===== src/rtl/ex_stage_pkg.sv =====
// Shared types and constants for the EX stage slice.
// Bus structs, stall polarity, divider state codes, funct codes.
package ex_stage_pkg;

  localparam int STALL_WD = 6;

  localparam logic STOP    = 1'b1;
  localparam logic NO_STOP = 1'b0;

  localparam logic [1:0] DIV_IDLE = 2'd0;
  localparam logic [1:0] DIV_BUSY = 2'd1;
  localparam logic [1:0] DIV_DONE = 2'd2;

  localparam logic [5:0] FN_DIV  = 6'h1a;
  localparam logic [5:0] FN_DIVU = 6'h1b;

  // 159 bits, MSB first
  typedef struct packed {
    logic [31:0] pc;
    logic [31:0] inst;
    logic [11:0] alu_op;
    logic [2:0]  src1;
    logic [3:0]  src2;
    logic        ram_en;
    logic [3:0]  ram_wen;
    logic        rf_we;
    logic [4:0]  rf_waddr;
    logic        sel_rf_res;
    logic [31:0] rdata1;
    logic [31:0] rdata2;
  } id_ex_t;

  // 76 bits
  typedef struct packed {
    logic [31:0] pc;
    logic        ram_en;
    logic [3:0]  ram_wen;
    logic        sel_rf_res;
    logic        rf_we;
    logic [4:0]  rf_waddr;
    logic [31:0] ex_result;
  } ex_mem_t;

  // 38 bits
  typedef struct packed {
    logic        we;
    logic [4:0]  waddr;
    logic [31:0] wdata;
  } rf_fwd_t;

  // 65 bits
  typedef struct packed {
    logic        we;
    logic [31:0] hi;
    logic [31:0] lo;
  } hilo_t;

  function automatic logic [31:0] sext16(
    input logic [15:0] v
  );
    return {{16{v[15]}}, v};
  endfunction

endpackage


===== src/rtl/ex_stage_if.sv =====
// EX stage bus bundle: stall/ID input side, MEM/RF/HILO/SRAM outputs.
// slave = EX stage side, master = surrounding pipeline side.
interface ex_stage_if;
  import ex_stage_pkg::*;

  logic [STALL_WD-1:0] stall;
  id_ex_t              id_to_ex_bus;
  ex_mem_t             ex_to_mem_bus;
  rf_fwd_t             ex_to_rf_bus;
  hilo_t               hilo_bus;
  logic                data_sram_en;
  logic [3:0]          data_sram_wen;
  logic [31:0]         data_sram_addr;
  logic [31:0]         data_sram_wdata;
  logic                stallreq_for_ex;

  modport master (
    output stall,
    output id_to_ex_bus,
    input  ex_to_mem_bus,
    input  ex_to_rf_bus,
    input  hilo_bus,
    input  data_sram_en,
    input  data_sram_wen,
    input  data_sram_addr,
    input  data_sram_wdata,
    input  stallreq_for_ex
  );

  modport slave (
    input  stall,
    input  id_to_ex_bus,
    output ex_to_mem_bus,
    output ex_to_rf_bus,
    output hilo_bus,
    output data_sram_en,
    output data_sram_wen,
    output data_sram_addr,
    output data_sram_wdata,
    output stallreq_for_ex
  );

endinterface


===== src/rtl/ex_div.sv =====
// Iterative restoring divider for DIV/DIVU, one quotient bit per cycle.
// Ports: clk, rst, start, signed_op, a, b, flush, advance -> busy, done, q, r. Macro: DIV_ZERO_FAST_EN.
module ex_div
  import ex_stage_pkg::*;
#(
  parameter int DIV_CYCLES = 32
) (
  input  logic        clk,
  input  logic        rst,
  input  logic        start,
  input  logic        signed_op,
  input  logic [31:0] a,
  input  logic [31:0] b,
  input  logic        flush,
  input  logic        advance,
  output logic        busy,
  output logic        done,
  output logic [31:0] q,
  output logic [31:0] r
);

  localparam int CW = $clog2(DIV_CYCLES);

  logic [1:0]    state;
  logic [CW-1:0] cnt;
  logic [31:0]   rem;
  logic [31:0]   quo;
  logic [31:0]   dvs;
  logic [31:0]   a_raw;
  logic          q_neg;
  logic          r_neg;
  logic          b_zero;

  logic [31:0] a_abs;
  logic [31:0] b_abs;
  logic [32:0] shl;
  logic [33:0] diff;
  logic        fast_zero;

  assign a_abs = (signed_op && a[31]) ? -a : a;
  assign b_abs = (signed_op && b[31]) ? -b : b;

  // shift in next dividend bit, trial-subtract
  assign shl  = {rem, quo[31]};
  assign diff = {1'b0, shl} - {2'b0, dvs};

`ifdef DIV_ZERO_FAST_EN
  assign fast_zero = (b == 32'd0);
`else
  assign fast_zero = 1'b0;
`endif

  always_ff @(posedge clk) begin
    if (rst || flush) begin
      state  <= DIV_IDLE;
      cnt    <= '0;
      rem    <= '0;
      quo    <= '0;
      dvs    <= '0;
      a_raw  <= '0;
      q_neg  <= 1'b0;
      r_neg  <= 1'b0;
      b_zero <= 1'b0;
    end else begin
      case (state)
        DIV_IDLE: begin
          if (start) begin
            cnt    <= '0;
            rem    <= '0;
            quo    <= a_abs;
            dvs    <= b_abs;
            a_raw  <= a;
            q_neg  <= signed_op & (a[31] ^ b[31]);
            r_neg  <= signed_op & a[31];
            b_zero <= (b == 32'd0);
            state  <= fast_zero ? DIV_DONE
                                : DIV_BUSY;
          end
        end
        DIV_BUSY: begin
          if (!diff[33]) begin
            rem <= diff[31:0];
            quo <= {quo[30:0], 1'b1};
          end else begin
            rem <= shl[31:0];
            quo <= {quo[30:0], 1'b0};
          end
          cnt <= cnt + CW'(1);
          if (cnt == CW'(DIV_CYCLES - 1))
            state <= DIV_DONE;
        end
        DIV_DONE: begin
          // hold result until EX takes a new instr
          if (advance)
            state <= DIV_IDLE;
        end
        default: state <= DIV_IDLE;
      endcase
    end
  end

  assign done = (state == DIV_DONE);
  assign busy = (state == DIV_IDLE && start)
             || (state == DIV_BUSY);

  always_comb begin
    q = '0;
    r = '0;
    if (done) begin
      if (b_zero) begin
        q = '1;
        r = a_raw;
      end else begin
        q = q_neg ? -quo : quo;
        r = r_neg ? -rem : rem;
      end
    end
  end

endmodule


===== src/rtl/ex_stage.sv =====
// EX stage: ID/EX register, one-hot ALU, data SRAM request, DIV/DIVU via ex_div.
// Ports: clk, rst, bus (ex_stage_if.slave). Macro DIV_ZERO_FAST_EN passes to ex_div.
module ex_stage
  import ex_stage_pkg::*;
#(
  parameter int DIV_CYCLES = 32
) (
  input logic       clk,
  input logic       rst,
  ex_stage_if.slave bus
);

  id_ex_t ex_r;
  logic   bubble;
  logic   advance;

  assign bubble  = (bus.stall[2] == STOP)
                && (bus.stall[3] == NO_STOP);
  assign advance = (bus.stall[2] == NO_STOP);

  always_ff @(posedge clk) begin
    if (rst)
      ex_r <= '0;
    else if (bubble)
      ex_r <= '0;
    else if (advance)
      ex_r <= bus.id_to_ex_bus;
  end

  logic [31:0] imm_s;
  logic [31:0] imm_z;
  logic [31:0] sa;
  logic [31:0] src1;
  logic [31:0] src2;

  assign imm_s = sext16(ex_r.inst[15:0]);
  assign imm_z = {16'b0, ex_r.inst[15:0]};
  assign sa    = {27'b0, ex_r.inst[10:6]};

  assign src1 = ({32{ex_r.src1[0]}} & ex_r.rdata1)
              | ({32{ex_r.src1[1]}} & ex_r.pc)
              | ({32{ex_r.src1[2]}} & sa);

  assign src2 = ({32{ex_r.src2[0]}} & ex_r.rdata2)
              | ({32{ex_r.src2[1]}} & imm_s)
              | ({32{ex_r.src2[2]}} & 32'd8)
              | ({32{ex_r.src2[3]}} & imm_z);

  logic [11:0] op;
  logic [31:0] alu_res;

  assign op = ex_r.alu_op;

  always_comb begin
    alu_res = '0;
    unique case (1'b1)
      op[11]: alu_res = src1 + src2;
      op[10]: alu_res = src1 - src2;
      op[9]:  alu_res = {31'b0,
                $signed(src1) < $signed(src2)};
      op[8]:  alu_res = {31'b0, src1 < src2};
      op[7]:  alu_res = src1 & src2;
      op[6]:  alu_res = ~(src1 | src2);
      op[5]:  alu_res = src1 | src2;
      op[4]:  alu_res = src1 ^ src2;
      op[3]:  alu_res = src2 << src1[4:0];
      op[2]:  alu_res = src2 >> src1[4:0];
      op[1]:  alu_res = $signed(src2) >>> src1[4:0];
      op[0]:  alu_res = {src2[15:0], 16'b0};
      default: alu_res = '0;
    endcase
  end

  logic        is_div;
  logic        div_signed;
  logic        div_busy;
  logic        div_done;
  logic [31:0] div_q;
  logic [31:0] div_r;

  assign div_signed = (ex_r.inst[5:0] == FN_DIV);
  assign is_div = (ex_r.inst[31:26] == 6'b0)
               && (div_signed
                || ex_r.inst[5:0] == FN_DIVU);

  ex_div #(
    .DIV_CYCLES(DIV_CYCLES)
  ) u_div (
    .clk      (clk),
    .rst      (rst),
    .start    (is_div),
    .signed_op(div_signed),
    .a        (ex_r.rdata1),
    .b        (ex_r.rdata2),
    .flush    (bubble),
    .advance  (advance),
    .busy     (div_busy),
    .done     (div_done),
    .q        (div_q),
    .r        (div_r)
  );

  assign bus.ex_to_mem_bus = '{
    pc:         ex_r.pc,
    ram_en:     ex_r.ram_en,
    ram_wen:    ex_r.ram_wen,
    sel_rf_res: ex_r.sel_rf_res,
    rf_we:      ex_r.rf_we,
    rf_waddr:   ex_r.rf_waddr,
    ex_result:  alu_res
  };

  // loads resolve in MEM; never forward them
  assign bus.ex_to_rf_bus = '{
    we:    ex_r.rf_we & ~ex_r.sel_rf_res,
    waddr: ex_r.rf_waddr,
    wdata: alu_res
  };

  assign bus.hilo_bus = '{
    we: div_done,
    hi: div_r,
    lo: div_q
  };

  assign bus.data_sram_en    = ex_r.ram_en;
  assign bus.data_sram_wen   = ex_r.ram_wen;
  assign bus.data_sram_addr  = ex_r.rdata1 + imm_s;
  assign bus.data_sram_wdata = ex_r.rdata2;
  assign bus.stallreq_for_ex = div_busy;

  logic unused;
  assign unused = ^{bus.stall[1:0],
                    bus.stall[5:4],
                    ex_r.inst[25:16]};

endmodule


===== src/flat_wrapper.sv =====
// flat-port wrapper written by rule: the top's interface ports become plain ports
module ex_stage_flat import ex_stage_pkg::*;
#(
  parameter int DIV_CYCLES = 32
)
  (clk, rst, bus_stall, bus_id_to_ex_bus, bus_ex_to_mem_bus, bus_ex_to_rf_bus, bus_hilo_bus, bus_data_sram_en, bus_data_sram_wen, bus_data_sram_addr, bus_data_sram_wdata, bus_stallreq_for_ex);
  ex_stage_if bus_i ();
  input logic clk;
  input logic rst;
  input wire logic [$bits(bus_i.stall)-1:0] bus_stall;
  input wire logic [$bits(bus_i.id_to_ex_bus)-1:0] bus_id_to_ex_bus;
  output wire logic [$bits(bus_i.ex_to_mem_bus)-1:0] bus_ex_to_mem_bus;
  output wire logic [$bits(bus_i.ex_to_rf_bus)-1:0] bus_ex_to_rf_bus;
  output wire logic [$bits(bus_i.hilo_bus)-1:0] bus_hilo_bus;
  output wire logic [$bits(bus_i.data_sram_en)-1:0] bus_data_sram_en;
  output wire logic [$bits(bus_i.data_sram_wen)-1:0] bus_data_sram_wen;
  output wire logic [$bits(bus_i.data_sram_addr)-1:0] bus_data_sram_addr;
  output wire logic [$bits(bus_i.data_sram_wdata)-1:0] bus_data_sram_wdata;
  output wire logic [$bits(bus_i.stallreq_for_ex)-1:0] bus_stallreq_for_ex;
  assign bus_i.stall = bus_stall;
  assign bus_i.id_to_ex_bus = bus_id_to_ex_bus;
  assign bus_ex_to_mem_bus = bus_i.ex_to_mem_bus;
  assign bus_ex_to_rf_bus = bus_i.ex_to_rf_bus;
  assign bus_hilo_bus = bus_i.hilo_bus;
  assign bus_data_sram_en = bus_i.data_sram_en;
  assign bus_data_sram_wen = bus_i.data_sram_wen;
  assign bus_data_sram_addr = bus_i.data_sram_addr;
  assign bus_data_sram_wdata = bus_i.data_sram_wdata;
  assign bus_stallreq_for_ex = bus_i.stallreq_for_ex;
  ex_stage #(.DIV_CYCLES(DIV_CYCLES)) u_core (.clk(clk), .rst(rst), .bus(bus_i));
endmodule

===== config.mk =====
export PLATFORM = sky130hd
export DESIGN_NAME = ex_stage_flat
export DESIGN_NICKNAME = d
export VERILOG_FILES = /design/src/rtl/ex_stage_pkg.sv /design/src/rtl/ex_stage_if.sv /design/src/rtl/ex_div.sv /design/src/rtl/ex_stage.sv /design/src/flat_wrapper.sv
export SDC_FILE = /design/constraint.sdc
export NUM_CORES = 1
export LEC_CHECK = 0
export CAP_MARGIN = 10
export CORE_MARGIN = 8
export CORE_UTILIZATION = 45
export DETAILED_ROUTE_END_ITERATION = 10
export DONT_BUFFER_PORTS = 1
export SLEW_MARGIN = 30
export SYNTH_ARGS = -nofsm -noshare
export SYNTH_HDL_FRONTEND = slang
export SYNTH_HIERARCHICAL = 1
export SYNTH_SLANG_ARGS = --single-unit

===== constraint.sdc =====
create_clock -name clk -period 10.91 [get_ports clk]
set_input_delay 2.182 -clock clk [delete_from_list [all_inputs] [get_ports clk]]
set_output_delay 2.182 -clock clk [all_outputs]
set_load 0.05 [all_outputs]

**Yosys cells after proc, flatten, opt, wreduce, memory -nomap -nowiden**

Index checks and enable logic that the tools add are counted.

- Register bits: 297
- Bits of input ports: 167
- Logic and storage cells: 101

- Equal/unequal tests: 8
- Mux-type cells: 21
- Bitwise gates (word level): 21
- Reduce and logical (&&, ||, !) cells: 16
- $lt $le $gt $ge: 2
- Add/sub/neg operators: 9
- Shifts and indexed selects: 3

Operator list:

| cell | number |
|---|---|
| case mux 32 bit (12 select lines) | 1 |
| 2-to-1 mux 32 bit | 11 |
| AND 32 bit | 5 |
| bitwise OR 32 bit | 5 |
| negator 32 bit | 4 |
| case mux 32 bit (2 select lines) | 2 |
| adder 32 bit | 2 |
| < comparator 32 bit | 2 |
| subtractor 33 x 32 -> 34 bit | 1 |
| AND 32 x 16 -> 32 bit | 1 |
| AND 32 x 5 -> 32 bit | 1 |
| logical NOT 32 bit | 1 |
| NOT 32 bit | 1 |
| bitwise OR 32 x 4 -> 32 bit | 1 |
| << shifter 32 x 5 -> 32 bit | 1 |
| right shift 32 x 5 -> 32 bit | 1 |
| >>> shifter 32 x 5 -> 32 bit | 1 |
| subtractor 32 bit | 1 |
| bitwise XOR 32 bit | 1 |
| equality test 6 x 5 -> 1 bit (second input constant) | 2 |
| case mux 5 bit (2 select lines) | 1 |
| logical NOT 6 bit | 1 |
| 2-to-1 mux 2 bit | 3 |
| != test 2 bit (second input constant) | 3 |
| 17 further kinds | 27 |

**Logic depth before layout (Yosys ltp)**

- Depth after elaboration: 7
- Gate-level depth with buffers: 19

**Modules after synthesis**

The synthesis kept the hierarchy.

Modules (own cells, without submodules):

| module | times used | area each (sq um) | cells each | sequential area each (sq um) |
|---|---|---|---|---|
| ex_stage | 1 | 17365.4 | 2314 | 2982.9 |
| ex_div | 1 | 9890.7 | 1355 | 2762.6 |

**Worst setup path before layout**

OpenSTA, ideal clock, no wires.

- Path kind: register -> output
- Start: register u_core/ex_r[34] (netlist bit)
- End: output port bus_ex_to_rf_bus[30]
- Cell stages (with the launch flop): 18
- Arrival: 5.298 ns
- Slack: 3.430 ns
- Buffers on the path: 5
- Data required time: 8.728 ns
- Cells stage by stage: dfxtp_1 > nand2_1 > nand2_1 > clkbuf_1 > clkbuf_1 > clkbuf_1 > ha_1 > buf_6 > or2_2 > a221oi_1 > nor2_1 > o21ai_0 > nand3_1 > o21bai_2 > a21oi_1 > o21a_1 > o311ai_1 > buf_4

- Cells in the longest elaborated chain, start to end: 5

Ends and longest elaborated chain:

| item | line | RTL |
|---|---|---|
| start, declared | ex_stage.sv:13 | `id_ex_t ex_r;` |
| start signal, assigned | ex_stage.sv:27 | `ex_r <= bus.id_to_ex_bus;` |
| AND 32 bit (*) | ex_stage.sv:40 | `assign src1 = ({32{ex_r.src1[0]}} & ex_r.rdata1)` |
| bitwise OR 32 bit (*) | ex_stage.sv:41 | `\| ({32{ex_r.src1[1]}} & ex_r.pc)` |
| bitwise OR 32 bit (*) | ex_stage.sv:42 | `\| ({32{ex_r.src1[2]}} & sa);` |
| subtractor 32 bit (tied with other cells) | ex_stage.sv:58 | `op[10]: alu_res = src1 - src2;` |
| case mux 32 bit (12 select lines) (*) | ex_stage.sv:56 | `unique case (1'b1)` |
| end, declared | flat_wrapper.sv:13 | `output wire logic [$bits(bus_i.ex_to_rf_bus)-1:0] bus_ex_to_rf_bus;` |

Every way passes the cells marked *; elsewhere a longest branch is shown, timed or not.

**Worst setup path in the final report**

- Start: register u_core/ex_r[77] (netlist bit)
- End: output port bus_ex_to_rf_bus[28]

- Cells in the longest elaborated chain, start to end: 7

Ends and longest elaborated chain:

| item | line | RTL |
|---|---|---|
| AND 32 bit (*) | ex_stage.sv:45 | `\| ({32{ex_r.src2[1]}} & imm_s)` |
| bitwise OR 32 bit (*) | ex_stage.sv:45 |  |
| bitwise OR 32 x 4 -> 32 bit (*) | ex_stage.sv:46 | `\| ({32{ex_r.src2[2]}} & 32'd8)` |
| bitwise OR 32 bit (*) | ex_stage.sv:47 | `\| ({32{ex_r.src2[3]}} & imm_z);` |
| parallel branches: the longest is 2 deep, another holds subtractor 32 bit | -- |  |
| case mux 32 bit (12 select lines) (*) | ex_stage.sv:56 |  |

Every way passes the cells marked *.

==> flow_metrics.py <==
metrics = {
    "logic_synthesis": {
        "yosys.area_share.adder": 0.0796,
        "synth-xor-area-share": 0.0649,
        "syn_area_sq_mm": 0.0273,
        "synth-edff-count": 0,
        "synth_compound_area_frac": 0.260,
        "syn_inst": 3669,
        "synth-seq-cells": 287,
        "yosysUniqueCellTypes": 90,
        "postSynth.asyncResetShare": 0,
        "synth-seq-area-share": 0.211,
        "syn_avg_cell_area_sq_um": 7.43,
        "synth_simple_gate_area_share": 0.177,
        "ys.flop_type": "dfxtp_1",
        "yosys_warnings": 6,
        "synthMuxAreaShare": 0.116,
        "synth_nets": 4007,
        "synth_top_family_by_area": "compound AO/OA/AOI/OAI gates",
    },
    "timing": {
        "layout_setup_ws_ns": 2.62,
        "fmax_mhz": 121,
        "finalHoldViolCount": 0,
        "worst-slew-pin-transition_ns": 1.06,
        "skew_ns": 0.0147,
        "fin_setup_tns_ns": 0,
        "rsz0062_at_grt": "false",
        "drv_slew": 0,
        "fin_crit_sh": 0.760,
        "setup_viol": 0,
        "maxSlewHeadroom": 0.294,
        "fin_crit_ns": 8.29,
    },
    "power": {
        "clockPowerShare": 0.380,
        "p_sw_w": 0.00119,
        "pwr-share-comb": 0.254,
        "total_power_w": 0.00324,
        "pwr_density_cell_mw_per_mm2": 113,
        "p_int_w": 0.00206,
        "p_leak_nw": 11.8,
        "seqPwrFrac": 0.365,
        "p_sw_frac": 0.366,
        "peakVddDrop_mv": 0.129,
    },
    "die": {
        "rows": 90,
        "die_x_um": 262,
        "die_h_um": 262,
        "start_util": 0.453,
        "io_pins": 416,
        "dieArea_sq_mm": 0.0687,
        "core_sq_mm": 0.0601,
    },
    "global_routing": {
        "grt_use_total": 0.305,
        "grt_pass1_vias": 24600,
        "grt_pass1_wl_um": 161000,
        "antenna_found_initial": 6,
        "grt_max_degree": 151,
        "overflow": 0,
    },
    "setup_path": {
        "crit_path_end_kind": "output port",
        "required_ns": 8.73,
        "cp.arrival_ns": 6.11,
        "start_kind": "flop",
        "critPathKind": "flop to output port",
        "cp_max_fo": 21,
    },
    "clock_network": {
        "cts_setup_buffers": 0,
        "insertion_delay_ns": 0.56,
        "clk_pin_slew_ns": 0.06,
        "cts.root.buffer_cell": "clkbuf_16",
        "cts.sinks": 287,
        "h-tree-depth": 2,
        "cts_resized": 0,
        "ctsHoldBuffers": 0,
        "cts_buffers": 36,
        "cts_max_path_buffers": 3,
        "cts_tree": "yes",
    },
    "final_layout": {
        "fin_util": 0.477,
        "area_growth_pct": 5.16,
        "num-fill-cells": 6066,
        "drive_gt1_frac": 0.0874,
        "nets": 3774,
    },
    "drt": {
        "wl_per_cell_um": 25.9,
        "drt_iter0_markers": 3119,
        "wl_um": 110000,
        "via_per_inst": 6.36,
        "vias": 27000,
        "drt_first_pass_iters": 6,
        "drc": 0,
        "ant_nets": 0,
    },
    "place": {
        "hpwl_um": 83400,
        "place_congestion": 1.01,
        "numPortBuffers": 0,
        "place_ws_ns": 3.31,
    },
    "flow_run": {
        "cap_violations": 0,
    },
    "worst_hold_path": {
        "worstHoldPathType": "flop to flop",
    },
    "run_status": {
        "outcome": "completed",
    },
}
registers in the layout (all words and copies together) (netlist names):
signal	cells
u_core/u_div/state	2
u_core/bus.data_sram_en	1
u_core/u_div/r_neg	1
u_core/u_div/b_zero	1
u_core/u_div/quo	32
u_core/bus.ex_to_mem_bus	39
u_core/u_div/dvs	32
u_core/ex_r	61
u_core/u_div/q_neg	1
u_core/bus.data_sram_wen	4
u_core/op	12
u_core/u_div/rem	32
u_core/bus.data_sram_wdata	32
u_core/u_div/a_raw	32
u_core/u_div/cnt	5
cell usage after synthesis, types with 23 or more instances:
| cell type | number | area, sq um |
|---|---|---|
| a211oi_1 | 49 | 368 |
| a21o_1 | 35 | 263 |
| a21oi_1 | 329 | 1650 |
| a221oi_1 | 24 | 210 |
| a22o_1 | 52 | 455 |
| a22oi_1 | 69 | 518 |
| a31oi_1 | 27 | 169 |
| and3_1 | 25 | 156 |
| buf_1 | 34 | 128 |
| buf_4 | 123 | 923 |
| clkbuf_1 | 178 | 668 |
| dfxtp_1 | 287 | 5750 |
| ha_1 | 167 | 2090 |
| inv_1 | 156 | 586 |
| mux2_2 | 37 | 417 |
| mux2i_1 | 269 | 2690 |
| nand2_1 | 361 | 1360 |
| nand2b_1 | 25 | 156 |
| nand3_1 | 66 | 330 |
| nor2_1 | 413 | 1550 |
| nor3_1 | 38 | 190 |
| o211ai_1 | 35 | 263 |
| o21ai_0 | 220 | 1100 |
| o31ai_1 | 36 | 270 |
| or3_1 | 27 | 169 |
| or4_1 | 23 | 173 |
| xnor2_1 | 106 | 928 |
| xor2_1 | 96 | 841 |
cell usage in the layout, fill, tap and decap left out, types with 33 or more instances in the layout:
| master | count |
|---|---|
| buf_4 | 88 |
| clkbuf_16 | 36 |
| a22oi_1 | 69 |
| inv_1 | 156 |
| ha_1 | 167 |
| a211oi_1 | 48 |
| a21o_1 | 35 |
| a21oi_1 | 296 |
| a22o_1 | 52 |
| nor2_1 | 410 |
| o21ai_0 | 213 |
| nand2_1 | 358 |
| o211ai_1 | 35 |
| o31ai_1 | 36 |
| mux2i_1 | 269 |
| nor3_1 | 38 |
| xnor2_1 | 99 |
| dfxtp_1 | 283 |
| xor2_1 | 91 |
| nand3_1 | 65 |
| mux2_2 | 37 |
| a21oi_2 | 33 |
metrics by stage:
| stage | instance area, sq um | cells | hold WS [ns] |
|---|---|---|---|
| 6_report | 28700 | 4244 | 0.454 |
| 5_1_grt | 28700 | 4241 | 0.475 |
| 4_1_cts | 28600 | 4238 | 0.458 |
| 3_5_place_dp | 27400 | 4180 | 0.450 |
| 3_3_place_gp | 27200 | 4180 | 0.441 |
| 2_1_floorplan | 27300 | 3669 | 0.432 |
layout make-up:
| type | count | area [sq um] | share of cell area |
|---|---|---|---|
| diodes | 6 | 15.0 | 0.000524 |
| clock inverters | 13 | 193 | 0.00672 |
| flip-flops and latches | 287 | 5750 | 0.201 |
| clock buffers | 45 | 995 | 0.0347 |
| repair buffers | 92 | 708 | 0.0247 |
| multi-input cells | 2855 | 19400 | 0.677 |
| well taps | 782 | 978 | 0.0341 |
| inverters | 164 | 616 | 0.0215 |
routing by layer:
metal / vias to the layer above / share of wire / GRT usage
met5: - / 0.00012 / 0
met4: 2 / 0.048 / 0.133
met3: 253 / 0.082 / 0.0468
li1: 12600 / - / -
met2: 1299 / 0.45 / 0.489
met1: 12900 / 0.42 / 0.403
power groups by stage:
stage	registers (W)	clock network [W]	logic [W]
floorplan	0.00113	0	0.000715
global placement	0.00121	0	0.000803
detailed placement	0.00121	0	0.000810
CTS	0.00118	0.00126	0.000813
global route	0.00119	0.00129	0.000870
finish	0.00118	0.00123	0.000825
kinds of logic (layout without fill, tap and decap cells):
group | Yosys count | count (layout)
other | 0 | 6
AO/OA/AOI/OAI | 1085 | 1085
XOR/XNOR | 202 | 202
buffers and inverters | 527 | 314
multiplexers | 309 | 309
AND/OR/NAND/NOR | 1088 | 1088
flip-flops | 287 | 287
adder cells (fa/ha/maj) | 171 | 171
critical path, cell delays in order, from the launching register on:
cell and delay [ns]:
dfxtp_1 0.78, or2_1 0.53, a22o_1 0.45, ha_1 0.31
inv_1 0.09, fa_1 0.45, nand2b_1 0.20, a21oi_1 0.29
a21oi_1 0.20, a2111oi_0 0.41, buf_4 0.22, o211ai_1 0.13
a21oi_1 0.38, o21ai_0 0.13, a21oi_1 0.18, a2111o_1 0.79
worst paths after layout:
path / start / to / slack (ns) / cells past startpoint
max reg2reg: u_core/ex_r[96] / u_core/u_div/rem[27] / 6.66 / 11
min: u_core/u_div/a_raw[22] / u_core/u_div/a_raw[22] / 0.45 / 2
max: u_core/ex_r[77] / bus_ex_to_rf_bus[28] / 2.62 / 15
min reg2reg: u_core/u_div/a_raw[22] / u_core/u_div/a_raw[22] / 0.45 / 2
No activity file was read; power rests on OpenSTA's default activity.
